[src/rtl/pckgen_pkg.sv]
// pckgen_pkg: shared types, widths and mode-table helpers for the fractional pixel clock-enable generator.
package pckgen_pkg;
   localparam int MODE_W = 4;
   localparam int MAX_BITS = 256;
   typedef enum logic [0:0] {SETTLE = 1'b0, RUN = 1'b1} state_e;
   function automatic int settle_w(input int settle_cyc);
      return $clog2(settle_cyc + 1);
   endfunction
   // Pulls field idx of width w out of a packed per-mode table (mode0 in the LSBs).
   function automatic int unsigned mode_field(input logic [MAX_BITS-1:0] v, input int unsigned idx, input int unsigned w);
      return 32'((v >> (idx * w)) & ((MAX_BITS'(1) << w) - MAX_BITS'(1)));
   endfunction
endpackage

[src/rtl/pckgen_frac_if.sv]
// pckgen_frac_if: mode request/status and pixel-enable bundle between a controller and the generator.
interface pckgen_frac_if;
   import pckgen_pkg::*;
   logic [MODE_W-1:0] MODE_SEL;
   logic [MODE_W-1:0] CUR_MODE;
   logic              MODE_REQ;
   logic              MODE_RDY;
   logic              MODE_ERR;
   logic              LOCKED;
   logic              PCE;
   modport master (output MODE_SEL, MODE_REQ, input MODE_RDY, MODE_ERR, CUR_MODE, LOCKED, PCE);
   modport slave  (input MODE_SEL, MODE_REQ, output MODE_RDY, MODE_ERR, CUR_MODE, LOCKED, PCE);
endinterface

[src/rtl/frac_cegen.sv]
// frac_cegen: rational accumulator emitting a registered one-cycle enable at average rate num/den.
module frac_cegen #(
   parameter int CNT_W = 8
) (
   input  logic             clk,
   input  logic             rst_n,
   input  logic             clr_i,
   input  logic             en_i,
   input  logic [CNT_W-1:0] num_i,
   input  logic [CNT_W-1:0] den_i,
   output logic             pce_o
);
   logic [CNT_W-1:0] acc_q, acc_d;
   logic [CNT_W:0]   sum;
   logic             pce_d;
   // num <= den keeps acc < den, so the extra sum bit never overflows.
   always_comb begin
      sum   = {1'b0, acc_q} + {1'b0, num_i};
      pce_d = !clr_i && en_i && (sum >= {1'b0, den_i});
      acc_d = clr_i ? '0 : !en_i ? acc_q : pce_d ? CNT_W'(sum - {1'b0, den_i}) : sum[CNT_W-1:0];
   end
   always_ff @(posedge clk or negedge rst_n)
      if (!rst_n) begin
         acc_q <= '0;
         pce_o <= 1'b0;
      end else begin
         acc_q <= acc_d;
         pce_o <= pce_d;
      end
endmodule

[src/rtl/pckgen_frac.sv]
// pckgen_frac: multi-mode pixel clock-enable generator with request arbitration, settle window and LOCKED.
module pckgen_frac
   import pckgen_pkg::*;
#(
   parameter int NUM_MODES = 4,
   parameter int CNT_W = 8,
   parameter logic [NUM_MODES*CNT_W-1:0] MODE_NUM = {8'd1, 8'd13, 8'd8, 8'd1},
   parameter logic [NUM_MODES*CNT_W-1:0] MODE_DEN = {8'd1, 8'd25, 8'd25, 8'd5},
   parameter int DEFAULT_MODE = 0,
   parameter int SETTLE_CYC = 16
) (
   input logic          SYSCLK,
   input logic          RST_N,
   pckgen_frac_if.slave bus
);
   localparam int CW = settle_w(SETTLE_CYC);
   localparam logic [MAX_BITS-1:0] NUM_V = MAX_BITS'(MODE_NUM);
   localparam logic [MAX_BITS-1:0] DEN_V = MAX_BITS'(MODE_DEN);
   localparam logic [CW-1:0] RELOAD = CW'(SETTLE_CYC - 1);
   localparam logic [MODE_W-1:0] DEF = MODE_W'(DEFAULT_MODE);
   localparam logic [MODE_W:0] NM = (MODE_W + 1)'(NUM_MODES);
   logic [CNT_W-1:0] num_tbl [1<<MODE_W];
   logic [CNT_W-1:0] den_tbl [1<<MODE_W];
   // Tables are padded to the full index range so any CUR_MODE value selects a defined entry.
   for (genvar m = 0; m < (1 << MODE_W); m++) begin : g_tbl
      if (m < NUM_MODES) begin : g_mode
         localparam int unsigned N = mode_field(NUM_V, m, CNT_W);
         localparam int unsigned D = mode_field(DEN_V, m, CNT_W);
         if (N < 1 || N > D) begin : g_bad
            $error("pckgen_frac: mode %0d needs 1 <= NUM <= DEN", m);
         end
         assign num_tbl[m] = CNT_W'(N);
         assign den_tbl[m] = CNT_W'(D);
      end else begin : g_pad
         assign num_tbl[m] = '0;
         assign den_tbl[m] = '1;
      end
   end
   if (DEFAULT_MODE >= NUM_MODES || SETTLE_CYC < 1 || NUM_MODES > 16) begin : g_bad_cfg
      $error("pckgen_frac: invalid DEFAULT_MODE, SETTLE_CYC or NUM_MODES");
   end
   state_e            state_q, state_d;
   logic [CW-1:0]     cnt_q, cnt_d;
   logic [MODE_W-1:0] mode_q, mode_d;
   logic              rdy_q, err_q;
   logic              req_ok, req_bad;
   always_comb begin
      req_ok  = bus.MODE_REQ && (state_q == RUN) && ({1'b0, bus.MODE_SEL} < NM);
      req_bad = bus.MODE_REQ && !req_ok;
      state_d = req_ok ? SETTLE : (state_q == SETTLE && cnt_q == '0) ? RUN : state_q;
      cnt_d   = req_ok ? RELOAD : (state_q == SETTLE && cnt_q != '0) ? cnt_q - CW'(1) : cnt_q;
      mode_d  = req_ok ? bus.MODE_SEL : mode_q;
   end
   always_ff @(posedge SYSCLK or negedge RST_N)
      if (!RST_N) begin
         state_q <= SETTLE;
         cnt_q   <= RELOAD;
         mode_q  <= DEF;
         rdy_q   <= 1'b0;
         err_q   <= 1'b0;
      end else begin
         state_q <= state_d;
         cnt_q   <= cnt_d;
         mode_q  <= mode_d;
         rdy_q   <= state_d == RUN;
         err_q   <= req_bad;
      end
   // An accepted request clears the accumulator, so it also suppresses a PCE due that cycle.
   frac_cegen #(.CNT_W(CNT_W)) u_cegen (
      .clk   (SYSCLK),
      .rst_n (RST_N),
      .clr_i (state_q != RUN || req_ok),
      .en_i  (state_q == RUN),
      .num_i (num_tbl[mode_q]),
      .den_i (den_tbl[mode_q]),
      .pce_o (bus.PCE)
   );
   assign bus.CUR_MODE = mode_q;
   assign bus.LOCKED   = rdy_q;
   assign bus.MODE_RDY = rdy_q;
   assign bus.MODE_ERR = err_q;
endmodule

[src/flat_wrapper.sv]
// flat-port wrapper written by rule: the top's interface ports become plain ports
module pckgen_frac_flat import pckgen_pkg::*;
#(
   parameter int NUM_MODES = 4,
   parameter int CNT_W = 8,
   parameter logic [NUM_MODES*CNT_W-1:0] MODE_NUM = {8'd1, 8'd13, 8'd8, 8'd1},
   parameter logic [NUM_MODES*CNT_W-1:0] MODE_DEN = {8'd1, 8'd25, 8'd25, 8'd5},
   parameter int DEFAULT_MODE = 0,
   parameter int SETTLE_CYC = 16
)
  (SYSCLK, RST_N, bus_MODE_SEL, bus_MODE_REQ, bus_MODE_RDY, bus_MODE_ERR, bus_CUR_MODE, bus_LOCKED, bus_PCE);
  pckgen_frac_if bus_i ();
  input logic SYSCLK;
  input logic RST_N;
  input wire logic [$bits(bus_i.MODE_SEL)-1:0] bus_MODE_SEL;
  input wire logic [$bits(bus_i.MODE_REQ)-1:0] bus_MODE_REQ;
  output wire logic [$bits(bus_i.MODE_RDY)-1:0] bus_MODE_RDY;
  output wire logic [$bits(bus_i.MODE_ERR)-1:0] bus_MODE_ERR;
  output wire logic [$bits(bus_i.CUR_MODE)-1:0] bus_CUR_MODE;
  output wire logic [$bits(bus_i.LOCKED)-1:0] bus_LOCKED;
  output wire logic [$bits(bus_i.PCE)-1:0] bus_PCE;
  assign bus_i.MODE_SEL = bus_MODE_SEL;
  assign bus_i.MODE_REQ = bus_MODE_REQ;
  assign bus_MODE_RDY = bus_i.MODE_RDY;
  assign bus_MODE_ERR = bus_i.MODE_ERR;
  assign bus_CUR_MODE = bus_i.CUR_MODE;
  assign bus_LOCKED = bus_i.LOCKED;
  assign bus_PCE = bus_i.PCE;
  pckgen_frac #(.NUM_MODES(NUM_MODES), .CNT_W(CNT_W), .MODE_NUM(MODE_NUM), .MODE_DEN(MODE_DEN), .DEFAULT_MODE(DEFAULT_MODE), .SETTLE_CYC(SETTLE_CYC)) u_core (.SYSCLK(SYSCLK), .RST_N(RST_N), .bus(bus_i));
endmodule
[config.mk]
export PLATFORM = sky130hd
export DESIGN_NAME = pckgen_frac_flat
export DESIGN_NICKNAME = d
export VERILOG_FILES = /design/src/rtl/pckgen_pkg.sv /design/src/rtl/pckgen_frac_if.sv /design/src/rtl/frac_cegen.sv /design/src/rtl/pckgen_frac.sv /design/src/flat_wrapper.sv
export SDC_FILE = /design/constraint.sdc
export NUM_CORES = 1
export LEC_CHECK = 0
export CAP_MARGIN = 20
export CORE_MARGIN = 5
export CORE_UTILIZATION = 48
export CTS_BUF_LIST = sky130_fd_sc_hd__clkbuf_4 sky130_fd_sc_hd__clkbuf_8 sky130_fd_sc_hd__clkbuf_16
export DETAILED_ROUTE_END_ITERATION = 6
export HOLD_SLACK_MARGIN = 0.05
export PLACE_DENSITY = 0.71
export SLEW_MARGIN = 5
export SYNTH_ARGS = -nofsm -noshare
export SYNTH_HDL_FRONTEND = slang
export SYNTH_HIERARCHICAL = 1
export SYNTH_SLANG_ARGS = --single-unit
[constraint.sdc]
create_clock -name SYSCLK -period 3.7 [get_ports SYSCLK]
set_input_delay 0.555 -clock SYSCLK [delete_from_list [all_inputs] [get_ports SYSCLK]]
set_output_delay 0.555 -clock SYSCLK [all_outputs]
set_load 0.03 [all_outputs]
==> qor.yml <==
yosysWarnings: 6
rr_endpoint: "u_core/u_cegen/acc_q[6]"
ys_ff_latch: 20
wl_per_cell_um: 14.0
clk_pin_slew_ns: 0.08
drtPass1Iterations: 4
finClkSkew_ns: 0.00539
drc: 0
synth_flop_cell: "dfrtp_1"
synth.most_common_cell: "ha_1"
crit_type: "reg2reg"
post-route-period-util_pct: 96.4
crit_buf_inv: 0
synth_area_um2: 1750
slowest_delay_ns: 0.48
status: "complete, no violations"
multi_input_comb_area_um2: 1190
synthDominantCellAreaShare_pct: 22.8
globalplace.congestion: 0.903
required_ns: 3.85
reg2regPathDepth: 13
grt_pass1_wl_mm: 6.39
htree_levels: 1
ant_nets: 0
numCtsBuffers: 3
post_dp_cell_area_um2: 1970
antenna_found_initial: 0
endpoint_kind: "register"
holdPathStages: 1
crit_chain: "or2_2 > nor2_1 > ha_2 > fa_2 > a211oi_2 > or3b_2 > nand3_2 > ha_4 > a21o_1 > a31o_2 > o21a_1 > or4_1 > o311a_1"
arrival_ns: 3.72
setup_violations: 0
dp.final_hpwl_mm: 2.95
clkLatencyLatePin_ns: 0.26
grt_overflow: 0
fin_nets: 253
cpMaxStageDelayCell: "or3b_2"
synth.area.top_cells: "dfrtp_1 (23%), ha_1 (14%), dfstp_2 (6.0%)"
max_clock_freq_ghz: 0.280
cts_root_buffer: "clkbuf_8"
port_buffers: 14
clk_path_buf_depth: 2
num_vias: 1543
rrSetupSlack_ns: 0.13
register_area_um2: 505
postRouteWirelength_mm: 3.80
drive_above_1_share_pct: 13.0
synth_compound_area_share_pct: 23.3
io_pins: 15
finalHoldViolations: 0
synth_top_family_by_area: "compound AO/OA/AOI/OAI gates"
cts.sinks: 20
core-area_um2: 3610
muxShareOfSynthArea_pct: 1.28
grt_max_degree: 21
final_util_pct: 57.9
r2r-start: "u_core/bus.CUR_MODE[2]"
ys_seq_area_share_pct: 28.8
cap_violations: 0
relSlewSlack_pct: 40.6
synthAdderAreaFrac_pct: 16.5
grt_pass1_vias: 1493
yosys-top-cells-count: "ha_1 (20), nor2_1 (19), inv_1 (18)"
rows: 22
yosysTopAreaCell: "dfrtp_1"
layout_min_cycle_time_ns: 3.57
drt_iter0_markers: 56
cts_tree: "done"
vias_per_cell: 5.69
critPathTopFamily: "simple AND/OR/NAND/NOR gates"
synthDistinctLibCells: 52
min_path_type: "reg2reg"
final_area_um2: 2090
antenna_cells: 0
track_usage_pct: 16.0
initial_utilization_pct: 48.6
die-area_um2: 4960
die_w_um: 70.5
tightest_slew_ns: 0.889
finalMaxSlewViolations: 0
nFillCells: 326
tns_ns: 0
syn_inst: 198
die_y_um: 70.5
synth_edf_count: 0
area_growth_pct: 19.0
synthSimpleGateAreaFrac_pct: 20.3
syn_area_per_cell_um2: 8.86
synthXorXnorAreaFrac_pct: 3.50
path_max_fanout: 5
hold_end: "u_core/u_cegen/acc_q[7]"
ys_async_sr_fraction_pct: 100
start_kind: "register"
min_from: "u_core/u_cegen/acc_q[7]"
-- flip-flops by register name (all words and copies together) (netlist names) --
signal	cells
u_core/u_cegen/pce_o	1
u_core/u_cegen/acc_q	8
u_core/cnt_q	5
u_core/bus.CUR_MODE	4
u_core/bus.LOCKED	1
u_core/bus.MODE_ERR	1
-- final cells by class --
cell class | instances | area share (%)
multi-input cells | 160 | 57.0
flip-flops and latches | 20 | 24.2
repair buffers | 21 | 9.23
inverters | 18 | 3.24
well taps | 48 | 2.88
clock buffers | 3 | 1.98
clock inverters | 1 | 1.44
-- worst register-to-register path: cells and delay by family, from the launching register on --
| kind | cells | cell delay [ns] |
|---|---|---|
| fa+ha+maj | 3 | 0.69 |
| compound gates | 5 | 0.85 |
| flops | 1 | 0.41 |
| simple gates | 5 | 1.53 |
-- kinds of logic (layout without fill, tap and decap cells) --
kind of cell | Yosys count | after routing
flops | 20 | 20
compound gates | 57 | 57
fa+ha+maj | 22 | 22
mux | 2 | 2
simple gates | 65 | 65
other cells | 2 | 7
buf+inv | 23 | 43
xor+xnor | 7 | 7
-- metrics by stage --
step,setup WS (ns),hold WS [ns],cells
3_5_place_dp,0.0482,0.516,264
4_1_cts,0.0365,0.532,268
2_1_floorplan,0.0801,0.259,203
5_1_grt,-0.0250,0.552,271
6_report,0.132,0.528,271
3_3_place_gp,0.105,0.509,264
-- per-layer routing --
layer	up-vias	part of all wire, %	wire [um]	GRT usage, %
li1	773	-	-	-
met1	720	45	1710	19.4
met2	36	47	1790	26.4
met3	14	4.2	161	3.60
met4	0	3.6	136	7.66
met5	-	0	0	0
-- worst max-delay path by stage --
stage                                 from                       to  slack (ns)  depth (start not counted)
finish              u_core/bus.CUR_MODE[2]  u_core/u_cegen/acc_q[6]        0.13                         13
floorplan           u_core/bus.CUR_MODE[2]  u_core/u_cegen/acc_q[6]        0.08                         13
global route        u_core/bus.CUR_MODE[2]  u_core/u_cegen/acc_q[6]       -0.02                         13
detailed placement  u_core/bus.CUR_MODE[2]  u_core/u_cegen/acc_q[6]        0.05                         13
global placement    u_core/bus.CUR_MODE[1]  u_core/u_cegen/acc_q[6]        0.11                         14
CTS                 u_core/bus.CUR_MODE[2]  u_core/u_cegen/acc_q[6]        0.04                         13
-- cell usage in the layout, fill, tap and decap left out, types with 5 or more instances in the layout --
cell type,Yosys,final
nand3_1,7,6
clkdlybuf4s50_1,0,14
nand2_1,9,9
a21o_1,7,7
nor2_1,19,19
buf_4,1,7
ha_1,20,17
a21oi_1,7,7
nand4_1,6,6
o21ai_0,9,9
inv_1,18,18
or3_1,5,5
dfrtp_1,16,16
conb_1,2,7
a211oi_1,5,5
-- what timing repair did --
action	in CTS	in global routing
hold buffers	0	0
setup endpoints to repair	0	6
gates resized for setup	0	6
buffers inserted	0	3
Power is left out: the tool's default activity adds up to more than one toggle a clock period on the data nets, which glitch-free logic cannot reach.
